<file path="src/rtl/instr_fetch_pkg.sv">
// Shared types and constants for the instruction fetch unit.
package instr_fetch_pkg;

    localparam int unsigned XLEN        = 32;
    localparam int unsigned BUF_ENTRIES = 2;
    localparam int unsigned CNT_W       = 8;
    localparam int unsigned CNT_NW      = CNT_W + 1;

    localparam logic [XLEN-1:0] NOP_WORD = 32'h0000_0013;

    typedef enum logic {
        FETCH_IDLE,
        FETCH_WAIT
    } fetch_state_t;

endpackage

</file>
<file path="src/rtl/instr_fetch_buffer.sv">
// Two-entry tagged instruction buffer: pc lookup, pc+4 presence lookup, fill port, lru.
module fetch_buffer
    import instr_fetch_pkg::*;
(
    input  logic            clk,
    input  logic            rst,
    input  logic [XLEN-1:0] i_pc,
    input  logic [XLEN-1:0] i_pf_addr,
    input  logic            i_fill,
    input  logic            i_fill_pf,
    input  logic [XLEN-1:0] i_fill_tag,
    input  logic [XLEN-1:0] i_fill_data,
    output logic            o_hit,
    output logic [XLEN-1:0] o_hit_data,
    output logic            o_pf_present
);

    logic [BUF_ENTRIES-1:0] r_valid;
    logic [XLEN-1:0]        r_tag  [BUF_ENTRIES];
    logic [XLEN-1:0]        r_data [BUF_ENTRIES];
    logic                   r_lru;

    logic [BUF_ENTRIES-1:0] w_hit_vec;
    logic [BUF_ENTRIES-1:0] w_pf_vec;
    logic                   w_hit_idx;
    logic                   w_victim;

    always_comb begin
        w_hit_vec = '0;
        w_pf_vec  = '0;
        for (int i = 0; i < BUF_ENTRIES; i++) begin
            w_hit_vec[i] = r_valid[i] && (r_tag[i] == i_pc);
            w_pf_vec[i]  = r_valid[i] && (r_tag[i] == i_pf_addr);
        end
    end

    // Tags are unique (fills only target absent addresses), so at most one entry hits.
    assign w_hit_idx    = w_hit_vec[1];
    assign o_hit        = |w_hit_vec;
    assign o_hit_data   = r_data[w_hit_idx];
    assign o_pf_present = |w_pf_vec;

    // A prefetch must not evict the word the core is currently executing.
    assign w_victim = (i_fill_pf && o_hit) ? ~w_hit_idx : r_lru;

    // A freshly filled entry counts as most recently used.
    always_ff @(posedge clk) begin
        if (rst) begin
            r_valid <= '0;
            r_lru   <= 1'b0;
            for (int i = 0; i < BUF_ENTRIES; i++) begin
                r_tag[i]  <= '0;
                r_data[i] <= '0;
            end
        end else if (i_fill) begin
            r_valid[w_victim] <= 1'b1;
            r_tag[w_victim]   <= i_fill_tag;
            r_data[w_victim]  <= i_fill_data;
            r_lru             <= ~w_victim;
        end else if (o_hit) begin
            r_lru <= ~w_hit_idx;
        end
    end

endmodule

</file>
<file path="src/rtl/instr_fetch.sv">
// Instruction fetch front end: buffer lookup, demand/prefetch FSM and memory timeout.
module instr_fetch
    import instr_fetch_pkg::*;
#(
    parameter bit              PREFETCH = 1'b1,
    parameter int unsigned     TIMEOUT  = 255,
    parameter logic [XLEN-1:0] NOP_WORD = instr_fetch_pkg::NOP_WORD
) (
    input  logic            clk,
    input  logic            rst,
    input  logic [XLEN-1:0] pc,
    output logic [XLEN-1:0] instruction,
    output logic            instr_valid,
    output logic            freeze,
    output logic            imem_req,
    output logic [XLEN-1:0] imem_addr,
    input  logic            imem_ack,
    input  logic [XLEN-1:0] imem_rdata,
    output logic            fetch_err
);

    fetch_state_t    r_state;
    fetch_state_t    w_state_next;
    logic            r_req;
    logic            w_req_next;
    logic [XLEN-1:0] r_addr;
    logic [XLEN-1:0] w_addr_next;
    logic [CNT_W-1:0] r_cnt;
    logic [CNT_W-1:0] w_cnt_next;
    logic            r_err;
    logic            w_err_next;
    logic            r_pf;
    logic            w_pf_next;

    logic            w_hit;
    logic [XLEN-1:0] w_hit_data;
    logic            w_pf_present;
    logic [XLEN-1:0] w_pf_addr;
    logic            w_misaligned;
    logic            w_fill;
    logic [CNT_NW-1:0] w_cnt_inc;

    assign w_pf_addr    = pc + XLEN'(4);
    assign w_misaligned = (pc[1:0] != 2'b00);
    assign w_fill       = (r_state == FETCH_WAIT) && imem_ack;
    assign w_cnt_inc    = {1'b0, r_cnt} + CNT_NW'(1);

    fetch_buffer u_buf (
        .clk          (clk),
        .rst          (rst),
        .i_pc         (pc),
        .i_pf_addr    (w_pf_addr),
        .i_fill       (w_fill),
        .i_fill_pf    (r_pf),
        .i_fill_tag   (r_addr),
        .i_fill_data  (imem_rdata),
        .o_hit        (w_hit),
        .o_hit_data   (w_hit_data),
        .o_pf_present (w_pf_present)
    );

    always_ff @(posedge clk) begin
        if (rst) begin
            r_state <= FETCH_IDLE;
        end else begin
            r_state <= w_state_next;
        end
    end

    // An outstanding request always runs to ack or timeout, even if pc moves away.
    always_comb begin
        w_state_next = r_state;
        w_req_next   = r_req;
        w_addr_next  = r_addr;
        w_cnt_next   = r_cnt;
        w_err_next   = r_err;
        w_pf_next    = r_pf;
        case (r_state)
            FETCH_IDLE: begin
                w_cnt_next = '0;
                if (w_misaligned) begin
                    w_err_next = 1'b1;
                end else if (!w_hit) begin
                    w_req_next   = 1'b1;
                    w_addr_next  = pc;
                    w_pf_next    = 1'b0;
                    w_state_next = FETCH_WAIT;
                end else if (PREFETCH && !w_pf_present) begin
                    w_req_next   = 1'b1;
                    w_addr_next  = w_pf_addr;
                    w_pf_next    = 1'b1;
                    w_state_next = FETCH_WAIT;
                end
            end
            FETCH_WAIT: begin
                if (imem_ack) begin
                    w_req_next   = 1'b0;
                    w_cnt_next   = '0;
                    w_state_next = FETCH_IDLE;
                end else if (w_cnt_inc == CNT_NW'(TIMEOUT)) begin
                    w_req_next   = 1'b0;
                    w_err_next   = 1'b1;
                    w_cnt_next   = '0;
                    w_state_next = FETCH_IDLE;
                end else begin
                    w_cnt_next = w_cnt_inc[CNT_W-1:0];
                end
            end
            default: begin
                w_req_next   = 1'b0;
                w_state_next = FETCH_IDLE;
            end
        endcase
    end

    always_ff @(posedge clk) begin
        if (rst) begin
            r_req  <= 1'b0;
            r_addr <= '0;
            r_cnt  <= '0;
            r_err  <= 1'b0;
            r_pf   <= 1'b0;
        end else begin
            r_req  <= w_req_next;
            r_addr <= w_addr_next;
            r_cnt  <= w_cnt_next;
            r_err  <= w_err_next;
            r_pf   <= w_pf_next;
        end
    end

    assign instr_valid = w_hit && !rst;
    assign instruction = instr_valid ? w_hit_data : NOP_WORD;
    assign freeze      = !instr_valid;
    assign imem_req    = r_req;
    assign imem_addr   = r_addr;
    assign fetch_err   = r_err;

endmodule

</file>
<file path="config.mk">
export PLATFORM = sky130hd
export DESIGN_NAME = instr_fetch
export DESIGN_NICKNAME = d
export VERILOG_FILES = /design/src/rtl/instr_fetch_pkg.sv /design/src/rtl/instr_fetch_buffer.sv /design/src/rtl/instr_fetch.sv
export SDC_FILE = /design/constraint.sdc
export NUM_CORES = 1
export LEC_CHECK = 0
export ABC_AREA = 1
export CAP_MARGIN = 25
export CORE_UTILIZATION = 35
export CTS_BUF_LIST = sky130_fd_sc_hd__clkbuf_8
export DETAILED_ROUTE_END_ITERATION = 10
export SYNTH_ARGS = -nofsm -noshare
export SYNTH_HDL_FRONTEND = slang
export SYNTH_HIERARCHICAL = 1
export SYNTH_SLANG_ARGS = --single-unit
</file>
<file path="constraint.sdc">
create_clock -name clk -period 4.4 [get_ports clk]
set_input_delay 0.44 -clock clk [delete_from_list [all_inputs] [get_ports clk]]
set_output_delay 0.44 -clock clk [all_outputs]
set_load 0.01 [all_outputs]
</file>
==> results.json, run 1 <==
{
  "portBuffers": 134,
  "rows": 64,
  "status": "complete, no violations",
  "wl_mm": 43.9,
  "n_antenna_cell": 0,
  "maxSlewHeadroom_pct": 53.5,
  "mostFrequentLayoutCell": "nand2_1",
  "place_congestion": 1.02,
  "post_cts_buffers": 0,
  "ios": 135,
  "fillers": 3137,
  "final_hold_viol_count": 0,
  "max-vdd-ir-drop_uv": 230,
  "final_area_um2": 13400,
  "ys_seq_elements": 175,
  "grt_pass1_vias": 9830,
  "initial_core_util_pct": 35.5,
  "final_cell_mix": "nand2_1, inv_1, nor2_1",
  "htree_levels": 4,
  "setup_violations": 0,
  "areaGrowthSynthToFinish_pct": 23.9,
  "grt_pass1_wl_mm": 63.6,
  "start_kind": "primary input",
  "overflow": 0,
  "cts_made_buffers": 17,
  "antenna_found_initial": 0,
  "cts_tree": "yes",
  "crit_fanout": 18,
  "synth_cell_types": 45,
  "drv_slew": 0,
  "fin_util_pct": 44.0,
  "ant_nets": 0,
  "drive_gt1_share_pct": 11.8,
  "seq_area_frac_synth_pct": 44.1,
  "fp.dieH_um": 178,
  "required_ns": 3.96,
  "rsz0062_at_grt": "no",
  "yosys_warnings": 6,
  "cp.arrival_ns": 3.70,
  "core_region_area_um2": 30500,
  "dr.pass1.iters": 5,
  "post-route-min-period_ns": 4.14,
  "wl_per_cell_um": 21.2,
  "die_w_um": 178,
  "drt_iter0_markers": 1061,
  "ctsRootBufferMaster": "clkbuf_8",
  "syn_avg_cell_area_um2": 7.31,
  "power_leakage_nw": 5.76,
  "placed_cell_area_um2": 13000,
  "timing.final.crit_share_pct": 94.2,
  "hp-class": "reg -> reg",
  "grt_max_degree": 67,
  "timing.fmax_mhz": 241,
  "clk_path_buf_depth": 2,
  "num_vias": 10400,
  "drc_errors": 0,
  "dp_hpwl_mm": 35.0,
  "clk_latency_ns": 0.53,
  "finalSetupTns_ns": 0,
  "end_kind": "output port",
  "clk_pin_slew_ns": 0.10,
  "p_per_area_nw_per_um2": 273,
  "worstSetupPathType": "in -> out",
  "grtUsageTotal_pct": 28.3,
  "hold_buffers": 0,
  "finalClockSkew_ns": 0.0200,
  "cts_resized": 0,
  "syn_nets": 1553,
  "p_total_w": 0.00367,
  "cts.sinks": 175,
  "max-cap-violations": 0,
  "worst_pin_slew_ns": 0.698,
  "nNetsFinal": 1736,
  "post_drt_via_cell_ratio": 5.03,
  "syn_inst": 1483,
  "dieArea_um2": 31700,
  "synth_area_um2": 10800
}
==> cell type report <==
type	instances	area (um2)	area share, %
clock buffers	17	234	1.74
clock inverters	15	169	1.26
multi-input cells	1012	4860	36.2
inverters	262	983	7.32
flip-flops and latches	175	4780	35.6
repair buffers	198	1910	14.2
well taps	396	495	3.69
==> cells in the mapped netlist (all sizes together) <==
master   instances  area (um2)
nand2          437        1680
ha               3        37.5
inv            262         983
or2              8        50.1
o2111a           1        11.3
o211a            1        10.0
xnor2           27         236
dfxtp           47         941
nor2           296        1350
clkbuf           9        33.8
nor4            11        68.8
nor3             9        45.0
buf             25         194
o221ai           1        8.76
edfxtp         128        3840
o22ai           27         169
o2111ai          1        8.76
a221oi           2        17.5
and2             3        18.8
a21boi           1        7.51
nand3           49         270
a31oi            6        37.5
nor3b            2        15.0
o21ai           48         244
a21oi           27         139
a22oi            2        15.0
a211oi           2        15.0
xor2            15         184
nand3b           3        22.5
nand4           29         181
o21bai           1        7.51
==> metrics by stage <==
step | hold WS (ns) | worst slack, ns | std cells
final | 0.487 | 0.257 | 2075
after detailed placement | 0.468 | 0.0184 | 2043
after CTS | 0.487 | 0.246 | 2075
after floorplan | 0.441 | 1.11 | 1483
after global placement | 0.460 | 0.0668 | 2043
after global routing | 0.517 | 0.0606 | 2075
==> metal layers <==
metal,vias up,track usage [%],wire (um)
met5,-,0,0
met4,0,9.12,1120
met3,62,4.69,2870
met2,390,44.8,20100
met1,4976,39.1,19800
li1,5002,-,-
==> state kept, by name, indices dropped and copies added (netlist names) <==
signal         count
r_state            1
u_buf/r_lru        1
r_cnt              8
imem_req           1
u_buf/r_tag       64
imem_addr         32
r_pf               1
u_buf/r_valid      2
u_buf/r_data      64
fetch_err          1
==> final timing paths <==
path                      startpoint                 end  slack, ns  cells past startpoint
setup / recovery               pc[3]      instruction[4]       0.26                     16
hold / removal              r_cnt[0]            r_cnt[0]       0.49                      1
setup reg to reg  u_buf/r_tag[0][14]  u_buf/r_data[1][8]       1.33                     10
hold reg to reg             r_cnt[0]            r_cnt[0]       0.49                      1
==> power by group <==
| part | total, W | switching (W) | internal (W) |
|---|---|---|---|
| combinational | 0.000607 | 0.000388 | 0.000219 |
| clock | 0.00118 | 0.000750 | 0.000434 |
| sequential | 0.00188 | 0.0000524 | 0.00183 |
==> cells by family after synthesis <==
group / after synthesis / synth area share, %
AOI/OAI and AO/OA: 120 / 6.37
xor gates and xnor gates: 42 / 3.88
adders and majority gates: 3 / 0.346
buffers and inverters: 296 / 11.2
DFF: 175 / 44.1
and+or+nand+nor: 847 / 34.1
==> worst max-delay path, stage by stage <==
cell             delay, ns
clkdlybuf4s50_1       0.67
inv_1                 0.12
nand2_1               0.20
o2111ai_1             0.14
nor3b_1               0.30
buf_4                 0.19
nand3_1               0.07
nor2_2                0.13
inv_2                 0.05
nand2_1               0.08
inv_1                 0.06
nor2_1                0.12
inv_1                 0.16
buf_12                0.19
or2_2                 0.27
clkdlybuf4s50_1       0.48
Power figures use the tool's default switching activity.
==> run 2, diff against run 1 <==
--- a/config.mk
+++ b/config.mk
@@ -9,6 +9,7 @@
 export CAP_MARGIN = 25
 export CORE_UTILIZATION = 35
 export CTS_BUF_LIST = sky130_fd_sc_hd__clkbuf_8
+export CTS_CLUSTER_DIAMETER = 120
 export DETAILED_ROUTE_END_ITERATION = 10
 export SYNTH_ARGS = -nofsm -noshare
 export SYNTH_HDL_FRONTEND = slang
==> results of run 2 <==
The final DEF is identical to that of run 1; final timing and power are the same.
